[src/rtl/postprocess_pkg.sv]
// Shared widths, channel layout of the rotated pixel format and the beat carried
// down the output delay line.
package postprocess_pkg;
    localparam int PIX_W   = 24;
    localparam int COORD_W = 12;

    // Rotated input layout: [23:16]=G, [15:8]=B, [7:0]=R
    localparam int G_MSB = 23;
    localparam int G_LSB = 16;
    localparam int B_MSB = 15;
    localparam int B_LSB = 8;
    localparam int R_MSB = 7;
    localparam int R_LSB = 0;

    localparam logic [COORD_W-1:0] COORD_MAX = '1;

    typedef struct packed {
        logic               fs;
        logic [COORD_W-1:0] y;
        logic [COORD_W-1:0] x;
        logic               vs;
        logic               hs;
        logic               de;
        logic [PIX_W-1:0]   pix;
    } beat_t;

    function automatic logic [PIX_W-1:0] unswizzle(input logic [PIX_W-1:0] p);
        return {p[R_MSB:R_LSB], p[G_MSB:G_LSB], p[B_MSB:B_LSB]};
    endfunction
endpackage

[src/rtl/vid_delay_line.sv]
// Fixed-depth register shift line with asynchronous active-low clear.
module vid_delay_line #(
    parameter int W     = 8,
    parameter int DEPTH = 1
) (
    input  logic         clk,
    input  logic         rst_n,
    input  logic [W-1:0] d,
    output logic [W-1:0] q
);
    logic [DEPTH-1:0][W-1:0] pipe;

    always_ff @(posedge clk or negedge rst_n) begin
        if (!rst_n) begin
            pipe <= '0;
        end else begin
            pipe[0] <= d;
            for (int i = 1; i < DEPTH; i++) pipe[i] <= pipe[i-1];
        end
    end

    assign q = pipe[DEPTH-1];
endmodule

[src/rtl/postprocess.sv]
// Channel restore, coordinate/frame-start generation and DELAY-stage re-alignment.
// Optional line/frame geometry checker enabled by POSTPROCESS_GEOM_CHECK_EN.
module postprocess
    import postprocess_pkg::*;
#(
    parameter int DELAY    = 1,
    parameter int H_ACTIVE = 1280,
    parameter int V_ACTIVE = 720
) (
    input  logic               clk,
    input  logic               rst_n,
    input  logic               de_in,
    input  logic               h_sync_in,
    input  logic               v_sync_in,
    input  logic [PIX_W-1:0]   video_in,
    output logic               de_out,
    output logic               h_sync_out,
    output logic               v_sync_out,
    output logic [PIX_W-1:0]   video_out,
    output logic [COORD_W-1:0] x_pos,
    output logic [COORD_W-1:0] y_pos,
    output logic               frame_start,
    output logic               geom_err
);
    logic               de_q, vs_q, armed;
    logic [COORD_W-1:0] x_cnt, y_cnt;
    logic               de_fall, vs_rise;
    beat_t              beat_in, beat_out;

    assign de_fall = de_q & ~de_in;
    assign vs_rise = v_sync_in & ~vs_q;

    // x_cnt is zero on the first active cycle of every line, so it doubles as the pixel index
    always_ff @(posedge clk or negedge rst_n) begin
        if (!rst_n) begin
            de_q  <= 1'b0;
            vs_q  <= 1'b0;
            armed <= 1'b0;
            x_cnt <= '0;
            y_cnt <= '0;
        end else begin
            de_q <= de_in;
            vs_q <= v_sync_in;
            if (vs_rise) armed <= 1'b1;
            if (!de_in)                   x_cnt <= '0;
            else if (x_cnt != COORD_MAX)  x_cnt <= x_cnt + 1'b1;
            if (vs_rise)                              y_cnt <= '0;
            else if (de_fall && y_cnt != COORD_MAX)   y_cnt <= y_cnt + 1'b1;
        end
    end

    always_comb begin
        beat_in     = '0;
        beat_in.de  = de_in;
        beat_in.hs  = h_sync_in;
        beat_in.vs  = v_sync_in;
        beat_in.pix = de_in ? unswizzle(video_in) : '0;
        beat_in.x   = de_in ? x_cnt : '0;
        beat_in.y   = y_cnt;
        beat_in.fs  = de_in && (x_cnt == '0) && (y_cnt == '0) && armed;
    end

    vid_delay_line #(.W($bits(beat_t)), .DEPTH(DELAY)) u_dly (
        .clk   (clk),
        .rst_n (rst_n),
        .d     (beat_in),
        .q     (beat_out)
    );

    assign de_out      = beat_out.de;
    assign h_sync_out  = beat_out.hs;
    assign v_sync_out  = beat_out.vs;
    assign video_out   = beat_out.pix;
    assign x_pos       = beat_out.x;
    assign y_pos       = beat_out.y;
    assign frame_start = beat_out.fs;

`ifdef POSTPROCESS_GEOM_CHECK_EN
    // Only checked once armed, so the partial frame after reset never flags
    always_ff @(posedge clk or negedge rst_n) begin
        if (!rst_n) begin
            geom_err <= 1'b0;
        end else if (armed && ((de_fall && x_cnt != COORD_W'(H_ACTIVE)) ||
                               (vs_rise && y_cnt != COORD_W'(V_ACTIVE)))) begin
            geom_err <= 1'b1;
        end
    end
`else
    assign geom_err = 1'b0;
`endif
endmodule

[config.mk]
export PLATFORM = sky130hd
export DESIGN_NAME = postprocess
export DESIGN_NICKNAME = d
export VERILOG_FILES = /design/src/rtl/postprocess_pkg.sv /design/src/rtl/vid_delay_line.sv /design/src/rtl/postprocess.sv
export SDC_FILE = /design/constraint.sdc
export NUM_CORES = 1
export LEC_CHECK = 0
export BUFFER_PORTS_ARGS = -buffer_cell sky130_fd_sc_hd__buf_2
export CAP_MARGIN = 20
export CORE_MARGIN = 2
export CORE_UTILIZATION = 51
export DETAILED_ROUTE_END_ITERATION = 7
export PLACE_DENSITY = 0.89
export SKIP_CTS_REPAIR_TIMING = 1
export SLEW_MARGIN = 0
export SYNTH_ARGS = -nofsm -noshare
export SYNTH_HDL_FRONTEND = slang
export SYNTH_SLANG_ARGS = --single-unit
[constraint.sdc]
create_clock -name clk -period 2.1 [get_ports clk]
set_input_delay 0.315 -clock clk [delete_from_list [all_inputs] [get_ports clk]]
set_output_delay 0.315 -clock clk [all_outputs]
set_load 0.01 [all_outputs]
==> metrics.txt <==
DRT antenna net count=0; sequential share of power=50.6%; die area=6480 µm²; total wire length=between 5000 and 6000 µm; Synth top area share=~65%; Compound-Gate Fraction of Synth Area=between 8 and 9%; PD cells=about 840 nW/µm²; total congestion overflow=0; Area Overhead vs Synth=24.3%; #FFs+latches synth=slightly below 80; root buffer cell=clkbuf_8; critical path's largest stage delay=about 550 ps; Setup crit start kind=register; WL/cell=between 10 and 15 µm; Worst EP arrival=~2000 ps; hold_ws=a little over 80 ps; Final Skew=around 11 ps; Cell Area, Synth=roughly 3000 µm²; LEAKAGE=1.88 nW; clock sinks=77; library cells used by synthesis=39; Final Hold Viols=0; die width=between 80 and 90 µm; Post-Synth XOR/XNOR Area=less than 1%; Clock power frac=approximately two fifths; Mean Syn Cell Area=about 12 µm²; RD Place Congestion=0.879; Worst-Skew Late Latency=around 340 ps; post-synthesis simple-gate area fraction=between 20% and 30%; Via Count=2244; post-placement cell count=about 400; count of final setup violators=0; CTS Buf Count=9; combinational power share=7.4%; mux contribution to synthesized area=less than 1%; core region area=around 5600 µm²; area of placed instances=between 3000 and 4000 µm²; CP Max Fanout=8; CP required=2330 ps; largest net degree at the start of global routing=78; worst relative slew slack=39.1%; synthesized instance count=roughly 250; crit-path cells=ha_1 > nand3_1 > nor4_4 > mux2i_1 > nor2_1; RSZ-0062 raised after global routing=false; H-tree depth=3; Least-Margin Pin Slew=a little over 900 ps; fin crit period=about 1800 ps; Max Cap Viol=0; Net count, final=around 370; post-synthesis adder-cell area fraction=between 1.5 and 2%; drt initial violations=around 400; Final HPWL DP=~4000 µm; switching share of power=between 20% and 30%; share of layout cells above drive strength 1=roughly 30%; global-route wire length before repair=9600 µm; Peak Freq=roughly 550 MHz; Tightest Hold Check Type=in -> reg; cell area after layout=between 3000 and 4000 µm²; non-filler cells, final=417; Crit Path Category=reg -> reg; Port Buffers=80; largest family of logic cells by synthesized area=simple AND/OR/NAND/NOR gates; Crit-path slowest cell=nor4_4; Util after Layout=66.6%; Final Cycle Share=a little under nine tenths; vias per cell=between 5 and 6; CTS tree=yes; setup tns final=0 ps; site row count=27; die height=roughly 81 µm; syn nets=286; Crit. End Element=register; Seq/Total Area, Yosys=approximately 65%; worst-case clock buffer depth=2; Clock transition at path regs=70 ps; Starting Density=53.6%; area leader, netlist=dfrtp_1; Pint=between 2 and 2.5 mW; drc violations=0; drt pass-1 iters=4; max-slew violations=0; vias in the first global route=2131; Synth Warn #=0; initial antenna violation count=0; Worst VDD drop=around 0.44 mV; Switch Pwr=about 650 µW; largest cells by area after synthesis=dfrtp_1, and2_1, a21oi_1, nor2_1, o21ai_0; GRT Total Usage=between 10% and 20%; Top-Level Pins=82; number of antenna diodes=0; run status=finished clean
## cells by family after synthesis
kind of cell	count (synthesis)
adder cells (fa/ha/maj)	4
buffers and inverters	16
flip-flops	77
AO/OA/AOI/OAI	42
other	1
multiplexers	2
XOR/XNOR	2
AND/OR/NAND/NOR	109
## flip-flops by register name, indices dropped and copies added, names as in the netlist
| register | cells |
|---|---|
| u_dly.q | 52 |
| y_cnt | 12 |
| x_cnt | 12 |
| armed | 1 |
## critical path: cells and delay by family (launching register included)
kind / cells / cell delay [ps]
DFF: 1 / 400
muxes: 1 / 240
and+or+nand+nor: 3 / 790
adders and majority gates: 1 / 260
## power by group through the flow
stage | combinational [mW] | clock [mW] | sequential (mW)
after floorplan | 0.0905 | 0 | 1.62
after global placement | 0.230 | 0 | 1.60
after detailed placement | 0.236 | 0 | 1.60
after CTS | 0.237 | 1.34 | 1.58
after global routing | 0.264 | 1.42 | 1.58
final | 0.231 | 1.31 | 1.58
## routing by layer
metal | vias up | GRT usage (%) | routed length (µm)
met4 | 0 | 10.2 | 126
li1 | 1054 | - | -
met5 | - | 0 | 0
met1 | 1065 | 25.0 | 2270
met3 | 13 | 7.08 | 564
met2 | 112 | 30.4 | 2890
## layout make-up
class | count | area, µm²
clock buffers | 12 | 145
clock inverters | 4 | 95.1
fillers | 448 | 1860
inverters | 9 | 33.8
multi-input cells | 160 | 995
flip-flops and latches | 77 | 1930
well taps | 72 | 90.1
repair buffers | 83 | 425
## synthesized netlist by cell type (all sizes together)
library cell / number
dfrtp: 77
and2: 34
nor2: 19
a21oi: 17
nand2: 11
o21ai: 11
inv: 9
nand3: 8
nor4: 8
clkbuf: 6
or3: 6
nand4: 5
o41ai: 5
ha: 4
nor3: 4
and3: 3
nor2b: 3
a31o: 2
mux2i: 2
nand2b: 2
o311ai: 2
o31ai: 2
xnor2: 2
a211oi: 1
a311oi: 1
and4: 1
buf: 1
conb: 1
nand3b: 1
nand4b: 1
nor4b: 1
nor4bb: 1
o21a: 1
or4: 1
## cells in the final DEF (no fill, tap or decap), drive strengths merged, types with 2 or more instances in the layout
| cell | Yosys | final |
|---|---|---|
| o31ai | 2 | 2 |
| ha | 4 | 4 |
| inv | 9 | 9 |
| nand2b | 2 | 2 |
| a31o | 2 | 2 |
| a21oi | 17 | 17 |
| mux2i | 2 | 2 |
| o41ai | 5 | 5 |
| clkbuf | 6 | 12 |
| nand4 | 5 | 5 |
| o21ai | 11 | 11 |
| nand2 | 11 | 11 |
| buf | 1 | 83 |
| o311ai | 2 | 2 |
| nor4 | 8 | 8 |
| nor3 | 4 | 4 |
| dfrtp | 77 | 77 |
| and3 | 3 | 3 |
| bufinv | 0 | 3 |
| nor2b | 3 | 3 |
| and2 | 34 | 34 |
| or3 | 6 | 6 |
| nor2 | 19 | 19 |
| nand3 | 8 | 8 |
| xnor2 | 2 | 2 |
## final timing paths
| check | to | startpoint | slack (ps) | cells after the start |
|---|---|---|---|---|
| worst max-delay path | x_cnt[1] | x_cnt[1] | 290 | 5 |
| worst min-delay path | u_dly.q[25] | h_sync_in | 80 | 1 |
| worst max register to register | x_cnt[1] | x_cnt[1] | 290 | 5 |
| worst min register to register | armed | armed | 460 | 1 |
| max in group asynchronous | u_dly.q[11] | rst_n | 1400 | 1 |
| min in group asynchronous | y_cnt[9] | rst_n | 90 | 1 |
## per-stage QoR
step	setup WS [ps]	total power, mW
5_1_grt	80.4	3.27
3_5_place_dp	275	1.84
3_3_place_gp	403	1.83
4_1_cts	304	3.15
2_1_floorplan	539	1.71
6_report	291	3.12
No activity file was read; power rests on OpenSTA's default activity.
